`src/rtl/axilite_cfg_bridge.sv`:
```
// AXI4-Lite slave bridging 32-bit word accesses onto a single-word IP memory port.
// IP words wider than 32 bits are folded across consecutive bus addresses.
module axilite_cfg_bridge #(
    parameter int ADDR_WIDTH    = 8,
    parameter int DATA_WIDTH    = 32,
    parameter int IP_DATA_WIDTH = 32,
    localparam int ADDR_FOLD     = 1 + (IP_DATA_WIDTH - 1) / 32,
    localparam int FOLD_BITS     = $clog2(ADDR_FOLD),
    localparam int IP_ADDR_WIDTH = ADDR_WIDTH - 2 - FOLD_BITS
) (
    input  logic                     clk,
    input  logic                     rst,
    input  logic                     awvalid,
    output logic                     awready,
    input  logic [ADDR_WIDTH-1:0]    awaddr,
    input  logic [2:0]               awprot,
    input  logic                     wvalid,
    output logic                     wready,
    input  logic [DATA_WIDTH-1:0]    wdata,
    input  logic [3:0]               wstrb,
    output logic                     bvalid,
    input  logic                     bready,
    output logic [1:0]               bresp,
    input  logic                     arvalid,
    output logic                     arready,
    input  logic [ADDR_WIDTH-1:0]    araddr,
    input  logic [2:0]               arprot,
    output logic                     rvalid,
    input  logic                     rready,
    output logic [DATA_WIDTH-1:0]    rdata,
    output logic [1:0]               rresp,
    output logic                     ip_en,
    output logic                     ip_wen,
    output logic [IP_ADDR_WIDTH-1:0] ip_addr,
    output logic [IP_DATA_WIDTH-1:0] ip_wdata,
    input  logic                     ip_rack,
    input  logic [IP_DATA_WIDTH-1:0] ip_rdata
);

    localparam int SW = (FOLD_BITS > 0) ? FOLD_BITS : 1;

    typedef enum logic [2:0] {
        S_IDLE, S_WRITE, S_WRESP, S_READ, S_RWAIT, S_RRESP
    } state_e;

    state_e                       state_q, state_d;
    logic [ADDR_WIDTH-1:2]        addr_q;
    logic [31:0]                  wdata_q;
    logic [31:0]                  rdata_q;
    logic [ADDR_FOLD-1:0][31:0]   stage_q, stage_d;
    logic [ADDR_FOLD-1:0][31:0]   rd_slices;
    logic [ADDR_FOLD*32-1:0]      rd_pad;
    logic [ADDR_FOLD*32-1:0]      stage_flat;
    logic [SW-1:0]                slice;
    logic                         wr_take, rd_take;
    logic                         unused_ok;

    // Writes win when both channels present a request in the same idle cycle.
    assign wr_take = (state_q == S_IDLE) && awvalid && wvalid;
    assign rd_take = (state_q == S_IDLE) && arvalid && !(awvalid && wvalid);

    generate
        if (FOLD_BITS == 0) begin : g_nofold
            assign slice = '0;
        end else begin : g_fold
            assign slice = addr_q[2 +: FOLD_BITS];
        end
    endgenerate

    always_comb begin
        rd_pad                      = '0;
        rd_pad[IP_DATA_WIDTH-1:0]   = ip_rdata;
    end

    // The write word seen by the IP already contains the slice being written.
    generate
        for (genvar gi = 0; gi < ADDR_FOLD; gi++) begin : g_slice
            assign rd_slices[gi] = rd_pad[32*gi +: 32];
            assign stage_d[gi]   = (slice == SW'(gi)) ? wdata_q : stage_q[gi];
        end
    endgenerate

    assign stage_flat = stage_d;
    assign unused_ok  = ^{awprot, arprot, wstrb, awaddr[1:0], araddr[1:0], stage_flat};

    always_ff @(posedge clk) begin
        if (rst) begin
            state_q <= S_IDLE;
        end else begin
            state_q <= state_d;
        end
    end

    always_comb begin
        state_d = state_q;
        case (state_q)
            S_IDLE: begin
                if (wr_take) begin
                    state_d = S_WRITE;
                end else if (rd_take) begin
                    state_d = S_READ;
                end
            end
            S_WRITE: state_d = S_WRESP;
            S_WRESP: if (bready) state_d = S_IDLE;
            S_READ:  state_d = S_RWAIT;
            S_RWAIT: if (ip_rack) state_d = S_RRESP;
            S_RRESP: if (rready) state_d = S_IDLE;
            default: state_d = S_IDLE;
        endcase
    end

    always_comb begin
        awready  = wr_take;
        wready   = wr_take;
        arready  = rd_take;
        bvalid   = (state_q == S_WRESP);
        rvalid   = (state_q == S_RRESP);
        bresp    = 2'b00;
        rresp    = 2'b00;
        rdata    = rdata_q;
        ip_en    = ((state_q == S_WRITE) && (slice == SW'(ADDR_FOLD - 1))) ||
                   (state_q == S_READ);
        ip_wen   = (state_q == S_WRITE);
        ip_addr  = addr_q[ADDR_WIDTH-1 -: IP_ADDR_WIDTH];
        ip_wdata = stage_flat[IP_DATA_WIDTH-1:0];
    end

    always_ff @(posedge clk) begin
        if (rst) begin
            addr_q  <= '0;
            wdata_q <= '0;
            stage_q <= '0;
            rdata_q <= '0;
        end else begin
            if (wr_take) begin
                addr_q  <= awaddr[ADDR_WIDTH-1:2];
                wdata_q <= wdata;
            end else if (rd_take) begin
                addr_q  <= araddr[ADDR_WIDTH-1:2];
            end
            if (state_q == S_WRITE) begin
                stage_q <= stage_d;
            end
            // A rack arriving while still in READ is not a valid completion.
            if ((state_q == S_RWAIT) && ip_rack) begin
                rdata_q <= rd_slices[slice];
            end
        end
    end

endmodule

```
`config.mk`:
```
export PLATFORM = sky130hd
export DESIGN_NAME = axilite_cfg_bridge
export DESIGN_NICKNAME = d
export VERILOG_FILES = /design/src/rtl/axilite_cfg_bridge.sv
export SDC_FILE = /design/constraint.sdc
export NUM_CORES = 1
export LEC_CHECK = 0
export BUFFER_PORTS_ARGS = -buffer_cell sky130_fd_sc_hd__clkbuf_2
export CAP_MARGIN = 0
export CORE_MARGIN = 1
export CORE_UTILIZATION = 41
export DETAILED_ROUTE_END_ITERATION = 10
export PLACE_DENSITY = 0.88
export SLEW_MARGIN = 20
export SYNTH_ARGS = -nofsm -noshare
export SYNTH_HDL_FRONTEND = slang
export SYNTH_SLANG_ARGS = --single-unit
```
`constraint.sdc`:
```
create_clock -name clk -period 1.47 [get_ports clk]
set_input_delay 0.2205 -clock clk [delete_from_list [all_inputs] [get_ports clk]]
set_output_delay 0.2205 -clock clk [all_outputs]
set_load 0.01 [all_outputs]
```
**Word-level counts from Yosys, hierarchy flattened**

Cells that the tools add are included.

- Register bits after elaboration: 73
- Output and inout bits: 81
- Word-level logic and storage cells: 32

- Equal/unequal tests: 9
- Muxes and demuxes: 8
- Reduce and logical (&&, ||, !) cells: 11

Operators by type and width:

| operator | number |
|---|---|
| $pmux 3 s6 | 1 |
| $mux 3 | 5 |
| $mux 6 | 2 |
| $eq 3x2->1 const B | 2 |
| $eq 3x3->1 const B | 2 |
| $logic_and 1x1->1 | 6 |
| $ne 2x1->1 const B | 2 |
| $reduce_and 4->1 | 1 |
| $eq 3x1->1 const B | 1 |
| $logic_not 3->1 | 1 |
| $ne 3x3->1 const B | 1 |
| $ne 2x2->1 const B | 1 |
| $reduce_bool 2->1 | 1 |
| $logic_not 1->1 | 1 |
| $logic_or 1x1->1 | 1 |

**Logic depth before layout (Yosys ltp)**

Gate-level depths: netlist of run 1.

- Word-level depth: 6
- Depth in mapped cells: 6
- Gate-level depth less buffers: 3

**Worst setup path before layout of run 1**

Ideal clock, no wire load.

- Path type: register to output
- From: register state_q[1]
- To: output port arready
- Data arrival time: 1.100 ns
- Data required time: 1.250 ns
- Setup slack: 0.149 ns
- Cell stages (with the launch flop): 5
- Buffers on the path: 2
- Cell sequence: dfxtp_1 -> buf_6 -> or3_4 -> buf_6 -> nor2_1

- Cells in the longest elaborated chain, start to end: 3

RTL lines:

| element | RTL line | RTL |
|---|---|---|
| from (decl) | 46 | `state_e state_q, state_d;` |
| from (signal assigned) | 90 | `state_q <= state_d;` |
| $logic_not 3->1 | 60 | `assign rd_take = (state_q == S_IDLE) && arvalid && !(awvalid && wvalid);` |
| $logic_and 1x1->1 (2 in series) | 60 |  |
| to (decl) | 25 | `output logic arready,` |

Every way passes these cells.

**Final worst setup path of run 1**

- From: register state_q[0]
- To: output port arready

Same word-level chain as after synthesis.

==> results.sh, run 1 <==
export IMPL_dpl_cell_count=598
export IMPL_cp_start_kind="register"
export IMPL_syn_cell_area_sq_um=2939
export IMPL_switching_share=0.2631
export IMPL_rsz0062_at_grt="yes"
export IMPL_min_path_type="in -> reg"
export IMPL_drv_slew=0
export IMPL_via_per_inst=5.047
export IMPL_htree_levels=3
export IMPL_ys_warnings_count=0
export IMPL_synth_avg_cell_area_sq_um=8.097
export IMPL_clk_pin_slew_ps=90
export IMPL_cts_tree="done"
export IMPL_drt_iter0_drc=122
export IMPL_timing_hold_violations_final=0
export IMPL_place_ws_ps=137.3
export IMPL_postSynthCellCount=363
export IMPL_p_leak_nw=1.822
export IMPL_crit_type="reg -> out"
export IMPL_p_sw_mw=1.290
export IMPL_worstSetupEndpointType="output port"
export IMPL_cp_slowest_cell="or3_4"
export IMPL_p_int_mw=3.613
export IMPL_synth_top_cell_area_share=0.4972
export IMPL_numCtsBuffers=9
export IMPL_critical_path_cell_chain="or3_4, nor2_2, buf_2"
export IMPL_grt_pass1_wl_um=12780
export IMPL_fin_crit_sh=1.034
export IMPL_cts_sinks=73
export IMPL_netlist_top_cells_area="dfxtp_1 (50%), a21oi_1 (11%), nand2_1 (9.2%)"
export IMPL_drt_total_wl_um=8073
export IMPL_antenna_cells=0
export IMPL_fin_tns_setup_ps=-73.05
export IMPL_clockRootBuffer="clkbuf_8"
export IMPL_fmaxAchievable_mhz=657.9
export IMPL_worst_slack_ps=-50.10
export IMPL_synthToLayoutAreaGrowth_pct=40.49
export IMPL_gr_usage_all_layers=0.2152
export IMPL_grt_start_max_net_pins=33
export IMPL_cp_arrival_ps=1300
export IMPL_dp_hpwl_um=5889
export IMPL_vdd_drop_max_uv=541.9
export IMPL_post_dp_cell_area_sq_um=3811
export IMPL_drtPass1Iterations=4
export IMPL_antenna_found_initial=0
export IMPL_coreArea_sq_um=6869
export IMPL_synthArstFlopShare=0
export IMPL_outcome="finished with violations"
export IMPL_nNetsFinal=614
export IMPL_die_w_um=86.67
export IMPL_overflow=0
export IMPL_required_ps=1250
export IMPL_synth_edf_count=0
export IMPL_pin_count=179
export IMPL_yosys_register_bits=73
export IMPL_period_minus_slack_ps=1520
export IMPL_crit_path_max_fanout=5
export IMPL_power_share_combinational=0.183
export IMPL_wire_per_inst_um=13.08
export IMPL_violations="negative setup slack"
export IMPL_cts_max_path_buffers=2
export IMPL_die_area_sq_um=7511
export IMPL_start_util=0.4279
export IMPL_port_buffers=160
export IMPL_num_rows=30
export IMPL_grt_pass1_vias=2880
export IMPL_p_seq_frac=0.436
export IMPL_power_density_nw_per_um2=1187
export IMPL_layout_cells_non_filler=617
export IMPL_drc=0
export IMPL_vias=3114
export IMPL_place_gp_congestion=0.7754
export IMPL_netlist_cell_type_count=28
export IMPL_finalCoreUtilization=0.6011
export IMPL_fin_area_sq_um=4129
export IMPL_synthFlopType="dfxtp_1"
export IMPL_final_layout_size_suffix_gt1_frac=0.4050
export IMPL_p_clk_frac=0.381
export IMPL_synth_top_cell_by_area="dfxtp_1"
export IMPL_ant_nets=0
export IMPL_setup_violations=3
export IMPL_clk_insertion_delay_late_ps=330
export IMPL_cts_hold_buf=0
export IMPL_fin_skew_ps=12.68
export IMPL_die_y_um=86.67
export IMPL_critPathMaxStageDelay_ps=400
export IMPL_synth_seq_area_share=0.4972
export IMPL_cap_violations=0
==> path summary, 6_finish.rpt <==
check	from	end	slack (ps)	cells after the start
worst min register to register	rdata[18]$_SDFFE_PP0P_	rdata[18]$_SDFFE_PP0P_	450	2
worst min-delay path	ip_rdata[15]	rdata[15]$_SDFFE_PP0P_	100	3
worst max-delay path	state_q[0]$_SDFFE_PP0P_	arready	-50	3
worst max register to register	state_q[0]$_SDFFE_PP0P_	ip_addr[5]$_SDFFE_PP0P_	100	4
==> cell usage in the layout (no fill, tap or decap), types with 3 or more instances in the layout <==
cell type and count:
a21o_1 6, nor3_1 6, buf_12 3, buf_4 15, o21ai_0 23, bufinv_16 3
clkbuf_8 9, a211oi_2 6, o21ai_1 15, clkinv_4 3, nand2_1 72, nand3_1 32
dfxtp_1 71, conb_1 4, clkbuf_2 158, a21oi_1 65, nor2_1 4
==> cell usage after synthesis, types with 2 or more instances <==
library cell and instances:
buf_6 2, nor2_1 6, o21ai_1 15, a211oi_2 6, buf_4 8, buf_2 11
a21oi_1 65, and4bb_1 2, clkbuf_1 19, nor3_1 7, nand3_1 32, o21ai_0 23
nor2b_1 2, nor3b_1 2, dfxtp_1 73, nand2_1 72, nand4bb_1 2, a21o_1 6
==> layout make-up <==
type	count	area (sq um)
Inverter	1	6.256
Tap cell	96	120.1
Clock inverter	6	116.4
Clock buffer	10	127.6
Fill cell	645	2740
Sequential cell	73	1469
Timing Repair Buffer	180	999.7
Multi-Input combinational cell	251	1290
==> per-stage QoR <==
step           power, mW  hold WS [ps]
6_report           4.902         97.13
5_1_grt            5.140         72.95
4_1_cts            4.936         78.53
3_5_place_dp       3.010         445.4
3_3_place_gp       2.981         441.9
2_1_floorplan      2.696         356.5
==> flip-flops by register name, indices dropped and copies added (netlist names) <==
name      count
rdata        32
ip_wdata     32
state_q       3
ip_addr       6
==> layer usage <==
| metal | global-route usage | wire, um |
|---|---|---|
| met1 | 0.2414 | 3302 |
| met2 | 0.3939 | 4163 |
| met3 | 0.04857 | 506 |
| met4 | 0.08485 | 100 |
| met5 | 0 | 0 |
==> timing repair <==
action,4_1_cts,5_1_grt
setup buffers,2,1
setup endpoints to repair,7,6
pin swaps,2,0
hold endpoints to repair,0,0
gates resized for setup,12,6
==> logic make-up after synthesis <==
kind of cell    after synthesis  share of synthesized area
simple gates                128                     0.1997
compound gates              119                     0.2282
flops                        73                     0.4972
buf+inv                      42                    0.07365
other cells                   1                   0.001276
==> power by group through the flow <==
| stage | Clock (mW) | Combinational (mW) | Sequential (mW) |
|---|---|---|---|
| after global routing | 2.01 | 0.977 | 2.15 |
| after global placement | 0 | 0.808 | 2.17 |
| after floorplan | 0 | 0.486 | 2.21 |
| final | 1.87 | 0.896 | 2.14 |
| after CTS | 1.92 | 0.877 | 2.14 |
| after detailed placement | 0 | 0.831 | 2.18 |
==> critical path: cells and delay by family (launching register included) <==
kind	cells	cell delay (ps)
simple gates	2	480
buf+inv	1	130
flops	1	360
Power figures use the tool's default switching activity.
==> run 2, diff against run 1 <==
ABC_AREA = 1   (was default)
==> run 2 against run 1 <==
  * The flow now finishes without violations
  * Clock power down 18%
  * Design area down 2.0%
  * Core utilization up 1.8 points
  * Via count down 3.8%
  * Combinational power rose to 2.9 times the previous value
  * Register-to-register slack worse by 20 ps
  * Fmax up 4.7%
  * Power up 38%
  * Highest routed layer unchanged
==> results.sh, run 2 <==
export IMPL_layout_common_cells="clkbuf_2 (157), nor2_1 (84), dfxtp_1 (71)"
export IMPL_timing_hold_violations_final=0
export IMPL_wire_per_inst_um=12.04
export IMPL_min_path_type="in -> reg"
export IMPL_crit_type="reg -> out"
export IMPL_synth_seq_area_share=0.5148
export IMPL_cap_violations=0
export IMPL_switching_share=0.3509
export IMPL_outcome="complete, no violations"
export IMPL_drv_slew=0
export IMPL_cp_arrival_ps=1230
export IMPL_clk_pin_slew_ps=80
export IMPL_drc=0
export IMPL_required_ps=1250
export IMPL_yosysMostFrequentCell="nor2_1"
export IMPL_overflow=0
export IMPL_cts_max_path_buffers=2
export IMPL_synthFlopType="dfxtp_1"
export IMPL_synthToLayoutAreaGrowth_pct=42.49
export IMPL_fmaxAchievable_mhz=688.7
export IMPL_area_sequential_sq_um=1464
export IMPL_fin_skew_ps=10.36
export IMPL_place_gp_congestion=0.8446
export IMPL_layout_commonest_cell="clkbuf_2"
export IMPL_netlist_top_cells_area="dfxtp_1 (51%), o21ai_0 (11%), nor2_1 (11%)"
export IMPL_dpl_cell_count=594
export IMPL_ant_nets=0
export IMPL_fin_crit_sh=0.9877
export IMPL_p_leak_nw=2.049
export IMPL_drt_iter0_drc=75
export IMPL_gr_usage_all_layers=0.2038
export IMPL_final_layout_size_suffix_gt1_frac=0.3757
export IMPL_power_share_combinational=0.378
export IMPL_p_int_mw=4.400
export IMPL_pin_count=179
export IMPL_synth_top_cell_by_area="dfxtp_1"
export IMPL_p_clk_frac=0.226
export IMPL_grt_pass1_wl_um=11700
export IMPL_crit_path_max_fanout=5
export IMPL_cp_start_kind="register"
export IMPL_power_density_nw_per_um2=1676
export IMPL_clk_insertion_delay_late_ps=340
export IMPL_p_sw_mw=2.379
export IMPL_coreArea_sq_um=6531
export IMPL_synth_avg_cell_area_sq_um=7.591
export IMPL_drt_total_wl_um=7463
export IMPL_grt_pass1_vias=2775
export IMPL_worstSetupEndpointType="output port"
export IMPL_port_buffers=160
export IMPL_antenna_cells=0
export IMPL_numCtsBuffers=9
export IMPL_synth_edf_count=0
export IMPL_htree_levels=3
export IMPL_yosys_register_bits=73
export IMPL_setup_violations=0
export IMPL_nNetsFinal=636
export IMPL_synth_top_cell_area_share=0.5148
export IMPL_syn_cell_area_sq_um=2839
export IMPL_synth_common_cells="nor2_1 (85), dfxtp_1 (73), o21ai_0 (64)"
export IMPL_drtPass1Iterations=4
export IMPL_grt_start_max_net_pins=74
export IMPL_cts_sinks=73
export IMPL_die_w_um=85.21
export IMPL_cts_tree="done"
export IMPL_power_mw=6.780
export IMPL_ys_warnings_count=0
export IMPL_vias=2995
export IMPL_netlist_cell_type_count=22
export IMPL_period_minus_slack_ps=1452
export IMPL_via_per_inst=4.831
export IMPL_antenna_found_initial=0
export IMPL_dp_hpwl_um=4911
export IMPL_layout_cells_non_filler=620
export IMPL_p_seq_frac=0.396
export IMPL_nFillCells=562
export IMPL_rsz0062_at_grt="yes"
export IMPL_postSynthCellCount=374
export IMPL_synthArstFlopShare=0
export IMPL_vdd_drop_max_uv=889.5
export IMPL_die_area_sq_um=7261
export IMPL_start_util=0.4347
export IMPL_clockRootBuffer="clkbuf_8"
export IMPL_die_y_um=85.21
export IMPL_num_rows=29
export IMPL_multi_input_area_sq_um=1067
==> run 2: cell count changes after synthesis, sizes merged, moves of 9 or more <==
cell    delta
nand2     -46
clkbuf     -9
a21oi     -30
inv       +42
nor2      +81
o21ai     +26
nand3     -21
==> run 2: cells by family (layout without fill, tap and decap cells) <==
group / Yosys count / in the layout / synth area share
AOI/OAI and AO/OA: 100 / 100 / 0.1781
buffers and inverters: 71 / 237 / 0.1177
DFF: 73 / 73 / 0.5148
other: 1 / 4 / 0.001321
and+or+nand+nor: 129 / 129 / 0.1882
==> run 2: path summary, 6_finish.rpt <==
check,startpoint,endpoint,slack [ps],depth (start not counted)
max reg2reg,state_q[0]$_SDFFE_PP0P_,rdata[11]$_SDFFE_PP0P_,80,7
min,wdata[6],ip_wdata[6]$_SDFFE_PP0P_,110,3
min reg2reg,rdata[31]$_SDFFE_PP0P_,rdata[31]$_SDFFE_PP0P_,440,2
max,state_q[0]$_SDFFE_PP0P_,awready,20,5
==> run 2: area by class of cell <==
| class | count | share of cell area |
|---|---|---|
| inverters | 44 | 0.04268 |
| clock buffers | 11 | 0.03495 |
| well taps | 77 | 0.02382 |
| multi-input cells | 233 | 0.2638 |
| flip-flops and latches | 73 | 0.3619 |
| clock inverters | 5 | 0.01361 |
| repair buffers | 177 | 0.2592 |
==> run 2: routing by layer <==
metal | vias up | share of wire | global-route usage
li1 | 1507 | - | -
met1 | 1325 | 0.42 | 0.2293
met2 | 150 | 0.46 | 0.3563
met3 | 13 | 0.097 | 0.06031
met4 | 0 | 0.016 | 0.09091
met5 | - | 0 | 0
==> run 2: metrics by stage <==
stage	setup TNS (ps)	utilization	hold WS (ps)	instance area (sq um)	setup slack, ps
after floorplan	0	-	355.4	2850	166.5
after CTS	-452.1	0.6094	89.40	3980	-41.68
after global placement	0	0.5617	429.3	3669	65.08
final	0	0.6193	106.1	4045	18.02
after detailed placement	0	0.5617	437.3	3669	30.08
after global routing	-206.2	0.6193	89.42	4045	-58.82
==> run 2: power groups by stage <==
stage	clock network, mW	logic, mW	registers, mW
after floorplan	0	1.17	2.94
after global placement	0	2.18	2.70
after detailed placement	0	2.23	2.71
after CTS	1.58	2.46	2.69
after global routing	1.65	2.84	2.73
final	1.53	2.56	2.69
==> run 2: worst max-delay path, cell delays in order, from the launching register on <==
cell     delay, ps
dfxtp_2        330
nor2_4         140
nand2_4         80
nor2_4         120
buf_12         130
buf_6          100
==> run 2: what timing repair did <==
action,CTS,global route
setup endpoints to repair,5,44
pin swaps,2,4
resized for setup,4,15
endpoints found under the hold margin,0,0
setup buffers,6,1
hold buffers,0,0
cloned,2,1
